$ cat config.mk
export PLATFORM = sky130hd
export DESIGN_NAME = fetch_unit_flat
export DESIGN_NICKNAME = d
export VERILOG_FILES = /design/src/rtl/fetch_unit_if.sv /design/src/rtl/fetch_unit.sv /design/src/flat_wrapper.sv
export SDC_FILE = /design/constraint.sdc
export NUM_CORES = 1
export LEC_CHECK = 0
export ABC_AREA = 1
export BUFFER_PORTS_ARGS = -buffer_cell sky130_fd_sc_hd__buf_2
export CAP_MARGIN = 20
export CORE_UTILIZATION = 51
export CTS_BUF_LIST = sky130_fd_sc_hd__clkbuf_16
export DETAILED_ROUTE_END_ITERATION = 10
export PLACE_DENSITY = 0.83
export SLEW_MARGIN = 20
export SYNTH_ARGS = -nofsm -noshare
export SYNTH_HDL_FRONTEND = slang
export SYNTH_SLANG_ARGS = --single-unit
$ cat constraint.sdc
create_clock -name clk -period 5.9 [get_ports clk]
set_clock_uncertainty 0.05 [all_clocks]
set_input_delay 0.295 -clock clk [delete_from_list [all_inputs] [get_ports clk]]
set_output_delay 0.295 -clock clk [all_outputs]
set_load 0.05 [all_outputs]
$ cat src/rtl/fetch_unit_if.sv
// Fetch-stage bus bundle: instruction-memory request/response, redirect input
// and decode-side instruction handshake.
interface fetch_unit_if;
  logic        imem_req_valid;
  logic        imem_req_ready;
  logic [31:0] imem_addr;
  logic        imem_rsp_valid;
  logic [31:0] imem_rsp_data;
  logic        redirect_valid;
  logic [31:0] redirect_pc;
  logic        instr_valid;
  logic [31:0] instr;
  logic [31:0] instr_pc;
  logic        decode_ready;

  modport master (
    output imem_req_valid, imem_addr, instr_valid, instr, instr_pc,
    input  imem_req_ready, imem_rsp_valid, imem_rsp_data,
           redirect_valid, redirect_pc, decode_ready
  );

  modport slave (
    input  imem_req_valid, imem_addr, instr_valid, instr, instr_pc,
    output imem_req_ready, imem_rsp_valid, imem_rsp_data,
           redirect_valid, redirect_pc, decode_ready
  );
endinterface

$ cat src/rtl/fetch_unit.sv
// Instruction fetch stage: credit-limited word fetch into an in-order FIFO with redirect flush.
// Optional FETCH_BYPASS_EN forwards a response straight to decode when the FIFO is empty.
module fetch_unit #(
  parameter logic [31:0] RESET_PC   = 32'h0000_0000,
  parameter int unsigned FIFO_DEPTH = 2
) (
  input logic          clk,
  input logic          rst_n,
  fetch_unit_if.master bus
);
  localparam int unsigned AW = $clog2(FIFO_DEPTH);
  localparam int unsigned CW = AW + 1;
  typedef logic [CW-1:0] cnt_t;
  localparam cnt_t DEPTH_CNT = cnt_t'(FIFO_DEPTH);

  logic [31:0]   fetch_pc;
  logic [31:0]   rsp_pc;
  cnt_t          outstanding;
  cnt_t          drop_cnt;
  cnt_t          count;
  logic [AW-1:0] rd_ptr;
  logic [AW-1:0] wr_ptr;
  logic [31:0]   fifo_instr [FIFO_DEPTH];
  logic [31:0]   fifo_pc    [FIFO_DEPTH];

  logic [CW:0]   credit_used;
  logic [31:0]   redirect_base;
  logic          req_valid;
  logic          req_fire;
  logic          rsp_fire;
  logic          rsp_keep;
  logic          head_valid;
  logic          bypass;
  logic          push;
  logic          pop;
  logic          out_valid;
  logic [31:0]   out_instr;
  logic [31:0]   out_pc;

  always_comb begin
    redirect_base = bus.redirect_pc & ~32'h0000_0003;
    credit_used   = {1'b0, outstanding} + {1'b0, count};
    // Counting in-flight requests against free slots guarantees every kept response has room.
    req_valid     = rst_n && !bus.redirect_valid && (credit_used < {1'b0, DEPTH_CNT});
    req_fire      = req_valid && bus.imem_req_ready;
    rsp_fire      = bus.imem_rsp_valid && (outstanding != '0);
    rsp_keep      = rsp_fire && (drop_cnt == '0);
    head_valid    = (count != '0);
`ifdef FETCH_BYPASS_EN
    bypass        = rsp_keep && !head_valid && bus.decode_ready && !bus.redirect_valid;
`else
    bypass        = 1'b0;
`endif
    push          = rsp_keep && !bypass && !bus.redirect_valid;
    pop           = head_valid && bus.decode_ready;
  end

  always_comb begin
    out_valid = 1'b0;
    out_instr = '0;
    out_pc    = '0;
    if (head_valid) begin
      out_valid = 1'b1;
      out_instr = fifo_instr[rd_ptr];
      out_pc    = fifo_pc[rd_ptr];
    end else if (bypass) begin
      out_valid = 1'b1;
      out_instr = bus.imem_rsp_data;
      out_pc    = rsp_pc;
    end
  end

  assign bus.imem_req_valid = req_valid;
  assign bus.imem_addr      = fetch_pc;
  assign bus.instr_valid    = out_valid;
  assign bus.instr          = out_instr;
  assign bus.instr_pc       = out_pc;

  always_ff @(posedge clk) begin
    if (!rst_n) begin
      fetch_pc    <= RESET_PC;
      rsp_pc      <= RESET_PC;
      outstanding <= '0;
      drop_cnt    <= '0;
      count       <= '0;
      rd_ptr      <= '0;
      wr_ptr      <= '0;
    end else if (bus.redirect_valid) begin
      // A response landing in the redirect cycle is consumed here, so only the rest get dropped.
      fetch_pc    <= redirect_base;
      rsp_pc      <= redirect_base;
      outstanding <= outstanding - cnt_t'(rsp_fire);
      drop_cnt    <= outstanding - cnt_t'(rsp_fire);
      count       <= '0;
      rd_ptr      <= '0;
      wr_ptr      <= '0;
    end else begin
      if (req_fire) fetch_pc <= fetch_pc + 32'd4;
      if (rsp_keep) rsp_pc <= rsp_pc + 32'd4;
      outstanding <= outstanding + cnt_t'(req_fire) - cnt_t'(rsp_fire);
      if (rsp_fire && (drop_cnt != '0)) drop_cnt <= drop_cnt - cnt_t'(1);
      if (push) wr_ptr <= wr_ptr + AW'(1);
      if (pop) rd_ptr <= rd_ptr + AW'(1);
      count <= count + cnt_t'(push) - cnt_t'(pop);
    end
  end

  always_ff @(posedge clk) begin
    if (rst_n && push) begin
      fifo_instr[wr_ptr] <= bus.imem_rsp_data;
      fifo_pc[wr_ptr]    <= rsp_pc;
    end
  end
endmodule
$ cat src/flat_wrapper.sv
// flat-port wrapper written by rule: the top's interface ports become plain ports
module fetch_unit_flat 
#(
  parameter logic [31:0] RESET_PC   = 32'h0000_0000,
  parameter int unsigned FIFO_DEPTH = 2
)
  (clk, rst_n, bus_imem_req_valid, bus_imem_addr, bus_instr_valid, bus_instr, bus_instr_pc, bus_imem_req_ready, bus_imem_rsp_valid, bus_imem_rsp_data, bus_redirect_valid, bus_redirect_pc, bus_decode_ready);
  fetch_unit_if bus_i ();
  input logic clk;
  input logic rst_n;
  output wire logic [$bits(bus_i.imem_req_valid)-1:0] bus_imem_req_valid;
  output wire logic [$bits(bus_i.imem_addr)-1:0] bus_imem_addr;
  output wire logic [$bits(bus_i.instr_valid)-1:0] bus_instr_valid;
  output wire logic [$bits(bus_i.instr)-1:0] bus_instr;
  output wire logic [$bits(bus_i.instr_pc)-1:0] bus_instr_pc;
  input wire logic [$bits(bus_i.imem_req_ready)-1:0] bus_imem_req_ready;
  input wire logic [$bits(bus_i.imem_rsp_valid)-1:0] bus_imem_rsp_valid;
  input wire logic [$bits(bus_i.imem_rsp_data)-1:0] bus_imem_rsp_data;
  input wire logic [$bits(bus_i.redirect_valid)-1:0] bus_redirect_valid;
  input wire logic [$bits(bus_i.redirect_pc)-1:0] bus_redirect_pc;
  input wire logic [$bits(bus_i.decode_ready)-1:0] bus_decode_ready;
  assign bus_imem_req_valid = bus_i.imem_req_valid;
  assign bus_imem_addr = bus_i.imem_addr;
  assign bus_instr_valid = bus_i.instr_valid;
  assign bus_instr = bus_i.instr;
  assign bus_instr_pc = bus_i.instr_pc;
  assign bus_i.imem_req_ready = bus_imem_req_ready;
  assign bus_i.imem_rsp_valid = bus_imem_rsp_valid;
  assign bus_i.imem_rsp_data = bus_imem_rsp_data;
  assign bus_i.redirect_valid = bus_redirect_valid;
  assign bus_i.redirect_pc = bus_redirect_pc;
  assign bus_i.decode_ready = bus_decode_ready;
  fetch_unit #(.RESET_PC(RESET_PC), .FIFO_DEPTH(FIFO_DEPTH)) u_core (.clk(clk), .rst_n(rst_n), .bus(bus_i));
endmodule
**Word level (Yosys, flattened, before mapping)**

Memories as Yosys holds them, arrays and structs flattened. A register that Yosys moved wholly into a read port is not among the register bits.
Index checks and enable logic that the tools add are counted.
Widths: inputs -> output; s select.

- Memories kept: 2
- RAM bits: 128
- Register bits after elaboration: 72
- Input bits: 70

- Mux-type cells: 16
- Order comparisons: 1
- Bitwise operators: 1
- Reduce and logical (&&, ||, !) cells: 18
- Add/sub/neg operators: 11

Memories:

| name | words | width | rd ports | clocked after memory_dff | write ports | RTL line | text |
|---|---|---|---|---|---|---|---|
| u_core.fifo_instr | 2 | 32 | 1 | 1 | 1 | fetch_unit.sv:23 | `logic [31:0] fifo_instr [FIFO_DEPTH];` |
| u_core.fifo_pc | 2 | 32 | 1 | 1 | 1 | fetch_unit.sv:24 | `logic [31:0] fifo_pc [FIFO_DEPTH];` |

Operators with widths:

| kind | count |
|---|---|
| $mux 32 | 6 |
| $add 32x3->32 const B | 2 |
| $reduce_bool 2->1 | 6 |
| $logic_and 1x1->1 | 9 |
| $mux 1 | 7 |
| $mux 2 | 3 |
| $sub 2x1->2 | 3 |
| $add 2x1->2 | 2 |
| $add 2x2->3 | 1 |
| $lt 3x2->1 const B | 1 |
| $add 1x1->1 const B | 2 |
| $logic_not 2->1 | 1 |
| $reduce_or 2->1 | 1 |
| $sub 2x1->2 const B | 1 |
| $logic_not 1->1 | 1 |
| $not 1->1 | 1 |

**Longest topological paths before layout**

- Depth in word-level cells: 7
- Mapped depth: 12
- Gate-level depth less buffers: 11

**Worst setup path before layout**

Ideal clock, no wire load.

- Path kind: register to register
- Start point: register u_core.drop_cnt[0]
- End point: memory u_core.fifo_instr[0][0] (enable)
- Period minus slack after synthesis: 5.518 ns
- Slack: 0.382 ns
- Setup time: 0.559 ns
- Arrival: 4.909 ns
- Buffers on the path: 0
- Stages on the path, launching flop included: 5
- Cell sequence: dfxtp_1 -> inv_1 -> ha_1 -> nand3_2 -> nor3_1

- Word-level cells in the longest chain between the ends: 6

Ends and longest elaborated chain:

| item | RTL line | text |
|---|---|---|
| from (decl) | fetch_unit.sv:19 | `cnt_t drop_cnt;` |
| from (signal assigned) | fetch_unit.sv:93 | `drop_cnt <= outstanding - cnt_t'(rsp_fire);` |
| from (signal assigned) | fetch_unit.sv:101 | `if (rsp_fire && (drop_cnt != '0)) drop_cnt <= drop_cnt - cnt_t'(1);` |
| $logic_not 2->1 | fetch_unit.sv:47 | `rsp_keep = rsp_fire && (drop_cnt == '0);` |
| $logic_and 1x1->1 | fetch_unit.sv:47 |  |
| $logic_and 1x1->1 | fetch_unit.sv:54 | `push = rsp_keep && !bypass && !bus.redirect_valid;` |
| $logic_and 1x1->1 | fetch_unit.sv:109 | `if (rst_n && push) begin` |
| $mux 1 | fetch_unit.sv:109 |  |
| $mux 1 (implied by the code) | fetch_unit.sv:110 | `fifo_instr[wr_ptr] <= bus.imem_rsp_data;` |
| to (decl) | fetch_unit.sv:23 |  |

No other way between the ends.

==> run_results.csv <==
group,metric,value,unit
timing,hold_viol,0,
die,die_h,136,µm
timing,tns,0,ns
global_route,overflow,0,
yosys,syn_inst,1113,
die,rows,48,
layout,antenna_cells,0,
drt,first_pass_iters,5,
min_path,min-delay-start,"bus_imem_rsp_data[3]",
yosys,yosysSeqAreaShare,0.556,
worst_setup_path,worstReg2RegEnd,"u_core.bus.imem_addr[11]",
timing,finalMaxSlewViolations,0,
placement,io_buffers,161,
pwr,switchingPower,0.000995,W
yosys,synth_flop_cell,"edfxtp_1",
layout,area_growth,19.8,%
timing,setup_viol,0,
pwr,p_seq_frac,0.484,
clocking,clock_path_buffers,2,
drt,ant_nets,0,
yosys,yosys-top-cells-area,"edfxtp_1, nand2_1, dfxtp_1",
yosys,ys_seq_elements,193,
timing,fin_crit_sh,0.551,
yosys,syn_avg_cell_area,8.25,µm²
clocking,h-tree-depth,4,
drt,drc,0,
yosys,yosys_warnings,0,
pwr,pwr-share-comb,0.163,
pwr,sw_frac_of_total,0.306,
pwr,power.leakage,4.60,nW
global_route,antenna_found_initial,1,
clocking,clkTransAtPathRegs,0.07,ns
clocking,cts_buffers,17,
global_route,grt_max_degree,64,
pwr,pwr-share-clk,0.353,
yosys,synthDistinctLibCells,35,
job,cap_violations,0,
worst_setup_path,worst-r2r-setup-slack,3.45,ns
global_route,grt_pass1_vias,7522,
drt,drt_iter0_drc,583,
placement,hpwlAfterDp,15500,µm
layout,nets,1363,
min_path,whs_path_depth,1,
clocking,cts_root_buffer,"clkbuf_16",
layout,fin_util,0.631,
drt,num_vias,8196,
min_path,holdPathEnd,"u_core.fifo_instr[1][3]",
yosys,synth.most_common_cell,"nand2_1",
worst_setup_path,rr_worst_depth,11,
drt,vias_per_cell,5.38,
timing,fin_crit,3.25,ns
yosys,synthTopCellsByCount,"nand2_1, edfxtp_1, a21oi_1",
clocking,clock-sinks,193,
worst_setup_path,cp.required,5.56,ns
timing,tightest_slew,0.944,ns
worst_setup_path,r2r_start,"u_core.count[0]",
timing,worst_hold_slack,0.00370,ns
worst_setup_path,arrival,2.91,ns
die,core,17400,µm²
pwr,p_int,0.00226,W
yosys,syn_area,9180,µm²
die,die_w,136,µm
drt,post_drt_wl_per_cell,15.1,µm
pwr,p_per_area,296,nW/µm²
timing,fmax,0.308,GHz
worst_setup_path,critPathLaunchType,"register",
worst_setup_path,crit_type,"register to primary output",
die,start_util,0.527,
die,io_pins,168,
global_route,track_usage,0.252,
worst_setup_path,critical_path.max_fanout,63,
clocking,insertion_delay,0.44,ns
min_path,hold_class,"input pin to register",
layout,drive_gt1_frac,0.173,
timing,relSlewSlack,0.370,
yosys,synth_top_area_frac,0.406,
die,design.die.area,18500,µm²
yosys,yosys.area.top_type,"edfxtp_1",
status,status,"completed",
yosys,synth-edff-count,124,
yosys,async_flop_share,0,
pwr,vdd_drop_max,0.214,mV
drt,drt-total-wl,23000,µm
global_route,grt_pass1_wl,36300,µm
clocking,cts_tree,"yes",
worst_setup_path,end_kind,"primary output",
placement,place_congestion,0.966,
timing,rsz0062_at_grt,"false",
-- area by class of cell --
class                      count  area (µm²)
timing repair buffer         193        1110
fill                        1437        6420
clock buffer                  17         425
tap                          225         282
clock inverter                15         166
multi-input combinational    771        3490
inverter                     109         410
sequential                   193        5110
-- per-stage QoR --
stage / power [W] / setup slack, ns / instances / instance area [µm²]
final: 0.00325 / 2.65 / 1523 / 11000
after global routing: 0.00337 / 2.41 / 1523 / 11000
after CTS: 0.00326 / 2.87 / 1523 / 11000
after detailed placement: 0.00211 / 3.16 / 1464 / 10100
after global placement: 0.00209 / 3.23 / 1464 / 10100
after floorplan: 0.00197 / 0.382 / 1116 / 9190
-- power by group through the flow --
stage	logic, W	registers [W]	clock network [W]
after floorplan	0.000333	0.00164	0
after global routing	0.000578	0.00158	0.00121
after CTS	0.000527	0.00157	0.00116
final	0.000529	0.00157	0.00115
after global placement	0.000495	0.00160	0
after detailed placement	0.000509	0.00160	0
-- what timing repair did --
action                     CTS  global route
hold endpoints to repair    53             0
gates resized for setup      0             0
setup endpoints to repair    0             0
setup buffers                0             0
hold buffers                27             0
-- cell families (layout without fill, tap and decap cells) --
kind of cell             count (synthesis)  count (layout)  synth area share
AO/OA/AOI/OAI                          180             180             0.100
buffers and inverters                  152             334            0.0668
other                                    1               4          0.000408
AND/OR/NAND/NOR                        562             562             0.249
XOR/XNOR                                17              17            0.0162
adder cells (fa/ha/maj)                  8               8            0.0117
flip-flops                             193             193             0.556
-- critical path, stage by stage, from the launching register on --
cell      delay, ns
dfxtp_2        0.31
buf_4          0.53
clkinv_2       0.88
nand2_1        0.30
a21oi_1        0.11
buf_2          0.26
-- routing by layer --
layer  GRT usage  vias up  share of wire
li1            -     3977              -
met1       0.334     3732           0.43
met2       0.401      427           0.45
met3      0.0492       60          0.088
met4       0.106        0          0.029
met5           0        -              0
-- layout by cell type, fill, tap and decap left out, drive strengths merged --
cell,n
nand2,383
buf,166
edfxtp,124
a21oi,123
inv,115
nor2,104
dfxtp,69
nand3,54
o21ai,46
dlygate4sd3,27
clkbuf,17
xor2,13
nand4,9
a31oi,8
ha,7
clkinv,7
nor3,6
xnor2,4
conb,4
and2,3
or2,2
o21bai,2
nand3b,1
o211ai,1
fa,1
clkinvlp,1
bufinv,1
-- flip-flops by register name (all words and copies together) (netlist names), named ones only --
register / count
u_core.bus.imem_addr: 30
u_core.drop_cnt: 2
u_core.rsp_pc: 30
u_core.wr_ptr: 1
u_core.fifo_pc: 60
u_core.outstanding: 2
u_core.fifo_instr: 64
u_core.rd_ptr: 1
u_core.count: 2
-- worst max-delay path by stage --
stage	start	to
5_1_grt	register	bus_instr_pc[5]
2_1_floorplan	u_core.drop_cnt[0]	u_core.fifo_instr[0][0]
6_report	register	bus_instr_pc[5]
4_1_cts	register	bus_instr_pc[5]
3_3_place_gp	bus_redirect_valid	u_core.rsp_pc[15]
3_5_place_dp	bus_redirect_valid	u_core.rsp_pc[15]
No activity file was read; power rests on OpenSTA's default activity.
